===== src/rtl/uart_tx_arbiter.sv =====
// rtl/uart_tx_arbiter.sv - round-robin arbiter with burst lock sharing one UART_ctrl transmit port
module uart_tx_arbiter #(
  parameter int N_REQ        = 4,
  parameter int DATA_W       = 16,
  parameter int LOCK_TIMEOUT = 1024
) (
  input  logic                       clk,
  input  logic                       rst,
  input  logic [N_REQ*DATA_W-1:0]    req_data,
  input  logic [N_REQ-1:0]           req_valid,
  input  logic [N_REQ-1:0]           req_last,
  output logic [N_REQ-1:0]           req_ready,
  output logic [DATA_W-1:0]          out_data,
  output logic                       out_valid,
  input  logic                       out_ready,
  output logic [$clog2(N_REQ)-1:0]   grant_id,
  output logic                       busy,
  output logic                       lock_abort
);

  localparam int ID_W  = $clog2(N_REQ);
  localparam int CNT_W = $clog2(LOCK_TIMEOUT + 1);
  localparam logic [CNT_W-1:0] TMO_LAST = CNT_W'(LOCK_TIMEOUT - 1);
  localparam logic [ID_W-1:0]  ID_LAST  = ID_W'(N_REQ - 1);
  localparam logic [ID_W:0]    N_EXT    = (ID_W+1)'(N_REQ);

  typedef enum logic {
    S_IDLE,
    S_SEND
  } state_t;

  state_t             state_q, state_d;
  logic [DATA_W-1:0]  out_data_q, out_data_d;
  logic [ID_W-1:0]    grant_id_q, grant_id_d;
  logic [ID_W-1:0]    rr_ptr_q, rr_ptr_d;
  logic               lock_q, lock_d;
  logic               lock_abort_q, lock_abort_d;
  logic [CNT_W-1:0]   tmo_cnt_q, tmo_cnt_d;

  logic [DATA_W-1:0]  req_word [N_REQ];
  logic [N_REQ-1:0]   eligible;
  logic               found;
  logic [ID_W-1:0]    winner;
  logic [ID_W-1:0]    winner_next;
  logic [N_REQ-1:0]   ready_c;

  always_comb begin
    for (int i = 0; i < N_REQ; i++) begin
      req_word[i] = req_data[i*DATA_W +: DATA_W];
    end
  end

  // While locked, only the owner of the current message may be served.
  always_comb begin
    eligible = '0;
    if (lock_q) begin
      eligible[grant_id_q] = req_valid[grant_id_q];
    end else begin
      eligible = req_valid;
    end
  end

  always_comb begin
    logic [ID_W:0] sum;
    found  = 1'b0;
    winner = '0;
    sum    = '0;
    for (int k = 0; k < N_REQ; k++) begin
      sum = {1'b0, rr_ptr_q} + (ID_W+1)'(k);
      if (sum >= N_EXT) begin
        sum = sum - N_EXT;
      end
      if (!found && eligible[sum[ID_W-1:0]]) begin
        found  = 1'b1;
        winner = sum[ID_W-1:0];
      end
    end
  end

  assign winner_next = (winner == ID_LAST) ? '0 : winner + ID_W'(1);

  always_comb begin
    state_d      = state_q;
    out_data_d   = out_data_q;
    grant_id_d   = grant_id_q;
    rr_ptr_d     = rr_ptr_q;
    lock_d       = lock_q;
    lock_abort_d = 1'b0;
    tmo_cnt_d    = tmo_cnt_q;
    ready_c      = '0;
    case (state_q)
      S_IDLE: begin
        if (found) begin
          ready_c[winner] = 1'b1;
          out_data_d      = req_word[winner];
          grant_id_d      = winner;
          rr_ptr_d        = winner_next;
          lock_d          = ~req_last[winner];
          tmo_cnt_d       = '0;
          state_d         = S_SEND;
        end else if (lock_q) begin
          if (tmo_cnt_q == TMO_LAST) begin
            lock_d       = 1'b0;
            tmo_cnt_d    = '0;
            lock_abort_d = 1'b1;
          end else begin
            tmo_cnt_d = tmo_cnt_q + CNT_W'(1);
          end
        end
      end
      S_SEND: begin
        if (out_ready) begin
          state_d = S_IDLE;
        end
      end
      default: state_d = S_IDLE;
    endcase
  end

  always_ff @(posedge clk or posedge rst) begin
    if (rst) begin
      state_q      <= S_IDLE;
      out_data_q   <= '0;
      grant_id_q   <= '0;
      rr_ptr_q     <= '0;
      lock_q       <= 1'b0;
      lock_abort_q <= 1'b0;
      tmo_cnt_q    <= '0;
    end else begin
      state_q      <= state_d;
      out_data_q   <= out_data_d;
      grant_id_q   <= grant_id_d;
      rr_ptr_q     <= rr_ptr_d;
      lock_q       <= lock_d;
      lock_abort_q <= lock_abort_d;
      tmo_cnt_q    <= tmo_cnt_d;
    end
  end

  // Reset must silence req_ready at once, not only after the next edge.
  assign req_ready  = rst ? '0 : ready_c;
  assign out_valid  = (state_q == S_SEND);
  assign out_data   = out_data_q;
  assign grant_id   = grant_id_q;
  assign busy       = (state_q != S_IDLE) | lock_q;
  assign lock_abort = lock_abort_q;

endmodule


===== config.mk =====
export PLATFORM = sky130hd
export DESIGN_NAME = uart_tx_arbiter
export DESIGN_NICKNAME = d
export VERILOG_FILES = /design/src/rtl/uart_tx_arbiter.sv
export SDC_FILE = /design/constraint.sdc
export NUM_CORES = 1
export LEC_CHECK = 0
export ABC_AREA = 1
export BUFFER_PORTS_ARGS = -buffer_cell sky130_fd_sc_hd__buf_2
export CELL_PAD_IN_SITES_DETAIL_PLACEMENT = 1
export CELL_PAD_IN_SITES_GLOBAL_PLACEMENT = 1
export CORE_ASPECT_RATIO = 1.5
export CORE_UTILIZATION = 36
export DETAILED_ROUTE_END_ITERATION = 6
export PLACE_DENSITY_LB_ADDON = 0.1
export SLEW_MARGIN = 10
export SYNTH_ARGS = -nofsm -noshare
export SYNTH_HDL_FRONTEND = slang
export SYNTH_SLANG_ARGS = --single-unit
export TNS_END_PERCENT = 50

===== constraint.sdc =====
create_clock -name clk -period 3.35 [get_ports clk]
set_input_delay 0.5025 -clock clk [delete_from_list [all_inputs] [get_ports clk]]
set_output_delay 0.5025 -clock clk [all_outputs]
set_load 0.05 [all_outputs]

; Word-level counts from Yosys, hierarchy flattened
; Cells that the tools add are included.
[classes]
add_sub_neg = 9
mul = 0
n_div = 0
order_cmp = 13
eq_ne = 2
shift = 0
n_mux = 49
n_bitwise = 5
reduce_logical = 11
[ops]
columns = cell, n
row1 = 2-to-1 mux 11 bit, 3
row2 = binary-select mux 16 bit (select 2 bit), 1
row3 = 2-to-1 mux 16 bit, 2
row4 = 2-to-1 mux 1 bit, 21
row5 = less-than comparator 2 x 3 -> 1 bit (second input constant), 6
row6 = 2-to-1 mux 2 bit, 9
row7 = 2-to-1 mux 4 bit, 4
row8 = binary-select mux 1 bit (select 2 bit), 6
row9 = greater-or-equal comparator 3 bit (second input constant), 4
row10 = adder 11 x 1 -> 11 bit (second input constant), 1
row11 = == test 11 x 10 -> 1 bit (second input constant), 1
row12 = subtractor 2 x 1 -> 2 bit (second input constant), 4
row13 = adder 2 x 2 -> 3 bit (second input constant), 2
row14 = logical AND 1 bit, 5
row15 = bitwise AND 4 bit, 1
row16 = demux 1 bit (select 2 bit), 2
row17 = greater-or-equal comparator 2 x 1 -> 1 bit (second input constant), 2
row18 = AND reduction 2 bit, 2
row19 = adder 2 x 1 -> 3 bit (second input constant), 1
row20 = greater-or-equal comparator 2 x 3 -> 1 bit (second input constant), 1
row21 = logical NOT 1 bit, 3
row22 = NOT 2 -> 3 bit, 1
row23 = adder 2 x 1 -> 2 bit (second input constant), 1
row24 = == test 2 bit (second input constant), 1
row25 = 4 further kinds, 5
[totals]
reg_bits = 34
latchBits = 0
mem_bits_rw = 0
mem_bits_ro = 0
in_bits = 75
n_memories = 0

; Depth between registers and ports, before layout
; Gate-level depths: netlist of the first run.
[depth]
ltp_word = 25
ltp_mapped = 17
mapped_depth_nobuf = 16

; Least setup slack after synthesis of the first run
; Ideal clock, no wire load.
[synth_path]
kind = register to output
start = reg grant_id_q[0], in the netlist grant_id[0]
end = out req_ready[2]
arrival_time_ns = 2.666
slack_ns = 0.181
path_stages_with_launch = 13
cell_sequence = dfrtp_1 -> inv_1 -> nand4_1 -> nand3_1 -> nand3_1 -> nand2_1 -> nor2_4 -> nand2_2 -> o21ai_2 -> buf_6 -> ha_1 -> nand2_1 -> nor2_1
[synth_between]
elab_chain_cells = 25
word_cells_on_any_way = 39
[synth_lines]
columns = item, line_no
row1 = start: declaration, 34  ; logic [ID_W-1:0] grant_id_q, grant_id_d;
row2 = start signal: assignment, 132  ; grant_id_q <= grant_id_d;
row3 = less-than comparator 2 x 3 -> 1 bit (implied by the code) or greater-or-equal comparator 2 x 1 -> 1 bit (tied branches), 57  ; eligible[grant_id_q] = req_valid[grant_id_q];
row4 = logical AND 1 bit (implied by the code), 57
row5 = 2-to-1 mux 1 bit (implied by the code), 57
row6 = demux 1 bit (select 2 bit), 57
row7 = bitwise AND 4 bit (no source line) *, --
row8 = 2-to-1 mux 4 bit *, 56  ; if (lock_q) begin
row9 = binary-select mux 1 bit (select 2 bit), 73  ; if (!found && eligible[sum[ID_W-1:0]]) begin
row10 = 2-to-1 mux 1 bit (implied by the code), 73
row11 = (+10 left out), --
row12 = net winner[1], 43  ; logic [ID_W-1:0] winner;
row13 = less-than comparator 2 x 3 -> 1 bit (implied by the code) or greater-or-equal comparator 2 x 1 -> 1 bit (tied branches), 94  ; ready_c[winner] = 1'b1;
row14 = logical AND 1 bit (implied by the code), 94
row15 = 2-to-1 mux 1 bit (implied by the code), 94
row16 = demux 1 bit (select 2 bit) *, 94
row17 = 2-to-1 mux 4 bit *, 93  ; if (found) begin
row18 = 2-to-1 mux 4 bit *, 91  ; case (state_q)
row19 = 2-to-1 mux 4 bit *, 141  ; assign req_ready = rst ? '0 : ready_c;
row20 = end: declaration, 12  ; output logic [N_REQ-1:0] req_ready,
; The timed path passes the listed nets; every way through them passes the cells marked *. The select of a mux whose other input is x is not followed.

; Worst setup path after layout of the first run
[layout_path]
start = reg grant_id_q[0], in the netlist grant_id[0]
end = out req_ready[3]
; Same word-level chain as after synthesis.

==> impl_results.md, run 1 <==
- Worst-Skew Late Latency: 0.29 ns
- Yosys top cell area share: 0.311
- Synth Area in Compound Gates: 0.0663
- Initial core utilization: 0.376
- Register area share after synthesis: 0.311
- H-tree depth: 2
- CORE AREA: 7270 um2
- Achievable Freq: 0.313 GHz
- Post-Synth Adder-Cell Area: 0.0229
- Final setup vio count: 0
- Fin nets: 607
- DRT Pass-1 Iters: 4
- R2R Setup Slk: 0.84 ns
- Row Count: 38
- Die width: 73.2 um
- Fraction of layout cells with a size suffix above 1: 0.266
- Clock buffer depth: 2
- Die area: 7960 um2
- Routed Antenna Nets: 0
- Mux share of post-synthesis cell area: 0
- RePlAce Congestion: 0.847
- Total global routing overflow: 0
- CP arrival: 2.69 ns
- First-pass GRT wire length: 14.1 mm
- Max-Cap Viols: 0
- Post-Synthesis Net Count: 509
- Hold Crit Class: in -> async
- Tmin final: 3.20 ns
- Initial drt markers: 54
- Synth Area in Simple Gates: 0.424
- Vias in the first global route: 3193
- Initial antenna violation count: 0
- Largest net degree at the start of global routing: 39
- Tcrit/Tclk final: 0.954
- Main combinational cell family by area after synthesis: simple AND/OR/NAND/NOR gates
- Die Ht: 109 um
- Worst setup margin: 0.154 ns
- Required time of the critical path: 2.85 ns
- Pins Over Slew Limit: 0
- Number of remaining DRC errors: 0
- Area delta synth->final: 25.9%
- Startpoint types: flop
- Synth Register Bits: 34
- Routed wire length: 8.42 mm
- Warnings, synthesis: 0
- Diodes inserted: 0
- Avg Inst Size Synth: 6.38 um2
- Filler Cell Count: 1046
- Synth Instances: 429
- Multi-input gate area: 1480 um2
- Hold Fails Final Rpt: 0
- R2R cell count: 17
- Critical setup path kind: reg -> out
- Status: complete, no violations
- Post-Synth XOR/XNOR Area: 0.0155
- Vias per cell: 4.85
- Setup crit end kind: output port
- Post-synth cell types: 35
- Commonest non-fill, non-tap cell in the layout: nand2_1
- Storage cell area: 853 um2
- Vias after detailed routing: 3038
- Clock Tree Root: clkbuf_8
- R2R Path Start: grant_id[1]$_DFFE_PP0P_
- Slew @ Worst Pin: 0.696 ns
- RSZ-0062 raised after global routing: true
- Area of the mapped netlist: 2740 um2
- Pre-CTS setup slack: 0.357 ns
- WL/cell: 13.4 um
- Gr usage total: 0.230
- # IOs: 100
- Cts hold-fix bufs: 0
- TritonCTS clock tree: built
- Reg clk slew, reported paths: 0.07 ns
- Slew headroom: 0.536
- Reg-to-reg endpoint: out_data[3]$_DFFE_PP0P_
- Setup Skew: 0.00412 ns
- Synth top area cells: dfrtp_1, nand2_1, nand3_1, inv_1, ha_1
- CTS sink count: 34
- Clock buffer count from CTS: 5
- CP max FO: 14
- Post-synth top area cell: dfrtp_1
- HPWL Detailed: 6.43 mm
- Port-buffer cells: 99
- Most frequent cells in the layout: nand2_1, buf_2, inv_1
-- Yosys cell counts, drive strengths merged --
library cell,n
a21boi,2
a21oi,5
a31oi,1
buf,15
dfrtp,34
ha,5
inv,88
nand2,139
nand3,84
nand3b,1
nand4,4
nor2,17
nor3,2
nor3b,1
nor4,2
o21a,2
o21ai,15
o21bai,1
o31ai,3
or2,4
xnor2,2
xor2,2
-- flip-flops by register name, indices dropped and copies added (netlist names) --
| register | count |
|---|---|
| out_valid | 1 |
| rr_ptr_q | 2 |
| lock_q | 1 |
| out_data | 16 |
| grant_id | 2 |
| tmo_cnt_q | 11 |
| lock_abort | 1 |
-- worst max path at each step --
stage / endpoint / start / depth (start not counted)
after floorplan: req_ready[2] / grant_id[0]$_DFFE_PP0P_ / 12
after global placement: req_ready[3] / req_valid[2] / 14
after detailed placement: req_ready[3] / req_valid[2] / 15
after CTS: req_ready[3] / lock_q$_DFFE_PP0N_ / 14
after global routing: req_ready[3] / grant_id[1]$_DFFE_PP0P_ / 15
final: req_ready[3] / grant_id[0]$_DFFE_PP0P_ / 15
-- worst max-delay path, stage by stage (launching register included) --
cell     delay (ns)
dfrtp_1        0.43
inv_1          0.11
nand4_1        0.16
nand3_2        0.13
nand3_1        0.13
nand2_2        0.12
nand2_1        0.10
nand2_1        0.08
nand2_2        0.13
nand2_8        0.17
nand2_4        0.08
inv_2          0.11
ha_1           0.16
nand2_1        0.07
nor2_1         0.18
buf_4          0.22
-- area by class of cell --
type	instances	share of cell area
Clock buffer	6	0.0240
Clock inverter	1	0.00872
Inverter	88	0.0959
Multi-Input combinational cell	293	0.429
Sequential cell	34	0.248
Tap cell	100	0.0363
Timing Repair Buffer	105	0.158
-- what timing repair did --
item,4_1_cts,5_1_grt
resized for setup,0,8
setup buffers,0,0
endpoints found under the setup margin,0,2
-- layer usage --
layer  share of wire  track usage  vias up
met4           0.023       0.0868        0
met1            0.39        0.249     1429
met3           0.043       0.0481       13
met2            0.54        0.427       74
met5               0            0        -
li1                -            -     1522
-- kinds of logic after synthesis --
group / Yosys count
compound gates: 29
flops: 34
fa+ha+maj: 5
simple gates: 254
buf+inv: 103
xor+xnor: 4
-- stage by stage --
step                 util  std cells  hold slack [ns]  area, um2  TNS, ns
CTS                 0.468        626            0.331       3410        0
floorplan               -        429            0.427       2740        0
detailed placement  0.453        619            0.449       3290        0
global route        0.474        627            0.394       3440  -0.0120
finish              0.474        627            0.308       3440        0
global placement    0.453        619            0.443       3290        0
Power of run 1 is left out: the tool's default activity adds up to more than one toggle a clock period on the data nets, which glitch-free logic cannot reach.
==> run 2: changes to the inputs <==
--- a/config.mk
+++ b/config.mk
@@ -7,12 +7,13 @@
 export LEC_CHECK = 0
 export ABC_AREA = 1
 export BUFFER_PORTS_ARGS = -buffer_cell sky130_fd_sc_hd__buf_2
+export CAP_MARGIN = 20
 export CELL_PAD_IN_SITES_DETAIL_PLACEMENT = 1
 export CELL_PAD_IN_SITES_GLOBAL_PLACEMENT = 1
 export CORE_ASPECT_RATIO = 1.5
 export CORE_UTILIZATION = 36
 export DETAILED_ROUTE_END_ITERATION = 6
-export PLACE_DENSITY_LB_ADDON = 0.1
+export PLACE_DENSITY = 0.93
 export SLEW_MARGIN = 10
 export SYNTH_ARGS = -nofsm -noshare
 export SYNTH_HDL_FRONTEND = slang
==> run 2 against run 1 <==
Effect of this change: die area did not move; setup slack improved by 0.0049 ns; worst hold slack got worse by 0.040 ns; utilization fell by 0.12 points; clock skew rose by 0.0060 ns; cell area fell by 0.25%; wire length rose by 8.1%; maximum frequency rose by 0.15%; highest routed layer unchanged.
==> impl_results.md, run 2 (same netlist as run 1, synthesis figures left out) <==
- HPWL Detailed: 6.94 mm (+8.0%)
- Fin nets: 608 (+0.16%)
- CTS sink count: 34 (unchanged)
- Routed Antenna Nets: 0 (unchanged)
- RSZ-0062 raised after global routing: false
- Vias in the first global route: 3221 (+0.88%)
- Slew headroom: 0.589 (+0.0534)
- Die width: 73.2 um (unchanged)
- TritonCTS clock tree: built
- Total global routing overflow: 0 (unchanged)
- Vias after detailed routing: 3089 (+1.7%)
- Status: complete, no violations
- Max-Cap Viols: 0 (unchanged)
- Clock buffer depth: 2 (unchanged)
- First-pass GRT wire length: 14.4 mm (+1.9%)
- Reg clk slew, reported paths: 0.08 ns (about the same)
- Achievable Freq: 0.313 GHz (+0.15%)
- Diodes inserted: 0 (unchanged)
- Tmin final: 3.19 ns (-0.00489 ns)
- Pre-CTS setup slack: 0.261 ns (-0.0963 ns)
- Number of remaining DRC errors: 0 (unchanged)
- Largest register FFs: 16 (unchanged)
- CP max FO: 19 (+5)
- CP max-delay cell: dfrtp_1
- Commonest non-fill, non-tap cell in the layout: nand2_1
- Hold Fails Final Rpt: 0 (unchanged)
- Worst path cell trace: nand2_1 > inv_1 > o21ai_2 > nand2_1 > nand2_1 > nand2_1 > nand2_1 > nand3_2 > nand2_8 > nand2_4 > inv_2 > ha_1 > nand2_1 > nor2_2 > buf_6
- Setup Skew: 0.0101 ns (+0.00599 ns)
- Hold Crit Class: in -> async
- Largest net degree at the start of global routing: 32 (-18%)
- R2R Path Start: grant_id[0]$_DFFE_PP0P_
- Gr usage total: 0.232 (+0.00200)
- Pins Over Slew Limit: 0 (unchanged)
- Routed wire length: 9.11 mm (+8.1%)
- Port-buffer cells: 99 (unchanged)
- CORE AREA: 7270 um2 (unchanged)
- # IOs: 100 (unchanged)
- Crit path buffers/inverters: 3 (unchanged)
- Area delta synth->final: 25.6%
- Initial core utilization: 0.376 (unchanged)
- Tcrit/Tclk final: 0.953 (-0.00146)
- Initial drt markers: 95 (+76%)
- Setup crit end kind: output port
- H-tree depth: 2 (unchanged)
- Fraction of layout cells with a size suffix above 1: 0.268 (+0.00278)
- Worst stage delay on the critical path: 0.43 ns (about the same)
- Most frequent cells in the layout: nand2_1, buf_2, inv_1, nand3_1, dfrtp_1
- Required time of the critical path: 2.85 ns (about the same)
- Die Ht: 109 um (unchanged)
- Worst-Skew Late Latency: 0.29 ns (about the same)
- Final setup vio count: 0 (unchanged)
- Kind of cell with the highest combined delay on the critical path: simple AND/OR/NAND/NOR gates
- Die area: 7960 um2 (unchanged)
- Slew @ Worst Pin: 0.616 ns (-0.0801 ns)
- Row Count: 38 (unchanged)
- Final core utilization: 0.472 (-0.00120)
- Clock Tree Root: clkbuf_8
- Worst setup margin: 0.158 ns (+0.00490 ns)
- Filler Cell Count: 1006 (-3.8%)
- DRT Pass-1 Iters: 4 (unchanged)
- Worst setup path startpoint: grant_id[0]$_DFFE_PP0P_
- Cell mode on critical path: nand2_1
- CP arrival: 2.69 ns (about the same)
- WL/cell: 14.5 um (+7.8%)
- Clock buffer count from CTS: 5 (unchanged)
- Initial antenna violation count: 0 (unchanged)
- Startpoint types: flop
- Critical setup path kind: reg -> out
- Setup_tns: 0 ns (unchanged)
- Vias per cell: 4.91 (+1.4%)
- RePlAce Congestion: 0.852 (+0.58%)
[run 2: path summary, 6_finish.rpt]
check                                                end  slack (ns)  depth (start not counted)
worst min register to register  out_data[10]$_DFFE_PP0P_        0.48                          2
worst max-delay path                        req_ready[1]        0.16                         15
min in group clk                     out_valid$_DFF_PP0_        0.40                          2
worst min-delay path             out_data[3]$_DFFE_PP0P_        0.27                          2
worst max register to register   out_data[0]$_DFFE_PP0P_        0.79                         17
max in group asynchronous        rr_ptr_q[0]$_DFFE_PP0P_        2.43                          3
[run 2: area by class of cell]
type,instances,area (um2),area share
multi-input combinational,293,1480,0.429
sequential,34,853,0.248
timing repair buffer,106,557,0.162
inverter,88,330,0.0961
tap,100,125,0.0364
clock buffer,6,82.6,0.0240
clock inverter,2,12.5,0.00364
[run 2: layer usage]
metal,global-route usage,wire length (um)
met3,0.0240,264
met4,0.0952,258
met1,0.244,3490
met2,0.452,5090
met5,0,0
[run 2: per-stage QoR]
stage,instances,hold slack (ns),instance area (um2)
floorplan,429,0.427,2740
global route,629,0.294,3440
CTS,627,0.295,3390
finish,629,0.268,3440
detailed placement,619,0.469,3290
global placement,619,0.459,3290
[run 2: timing repair]
item / in CTS / in global routing
gates cloned: 0 / 1
setup endpoints to repair: 1 / 4
gates resized for setup: 0 / 10
setup buffers: 0 / 1
pin swaps: 1 / 1
hold buffers: 0 / 0
Power of run 2 is left out for the same reason.
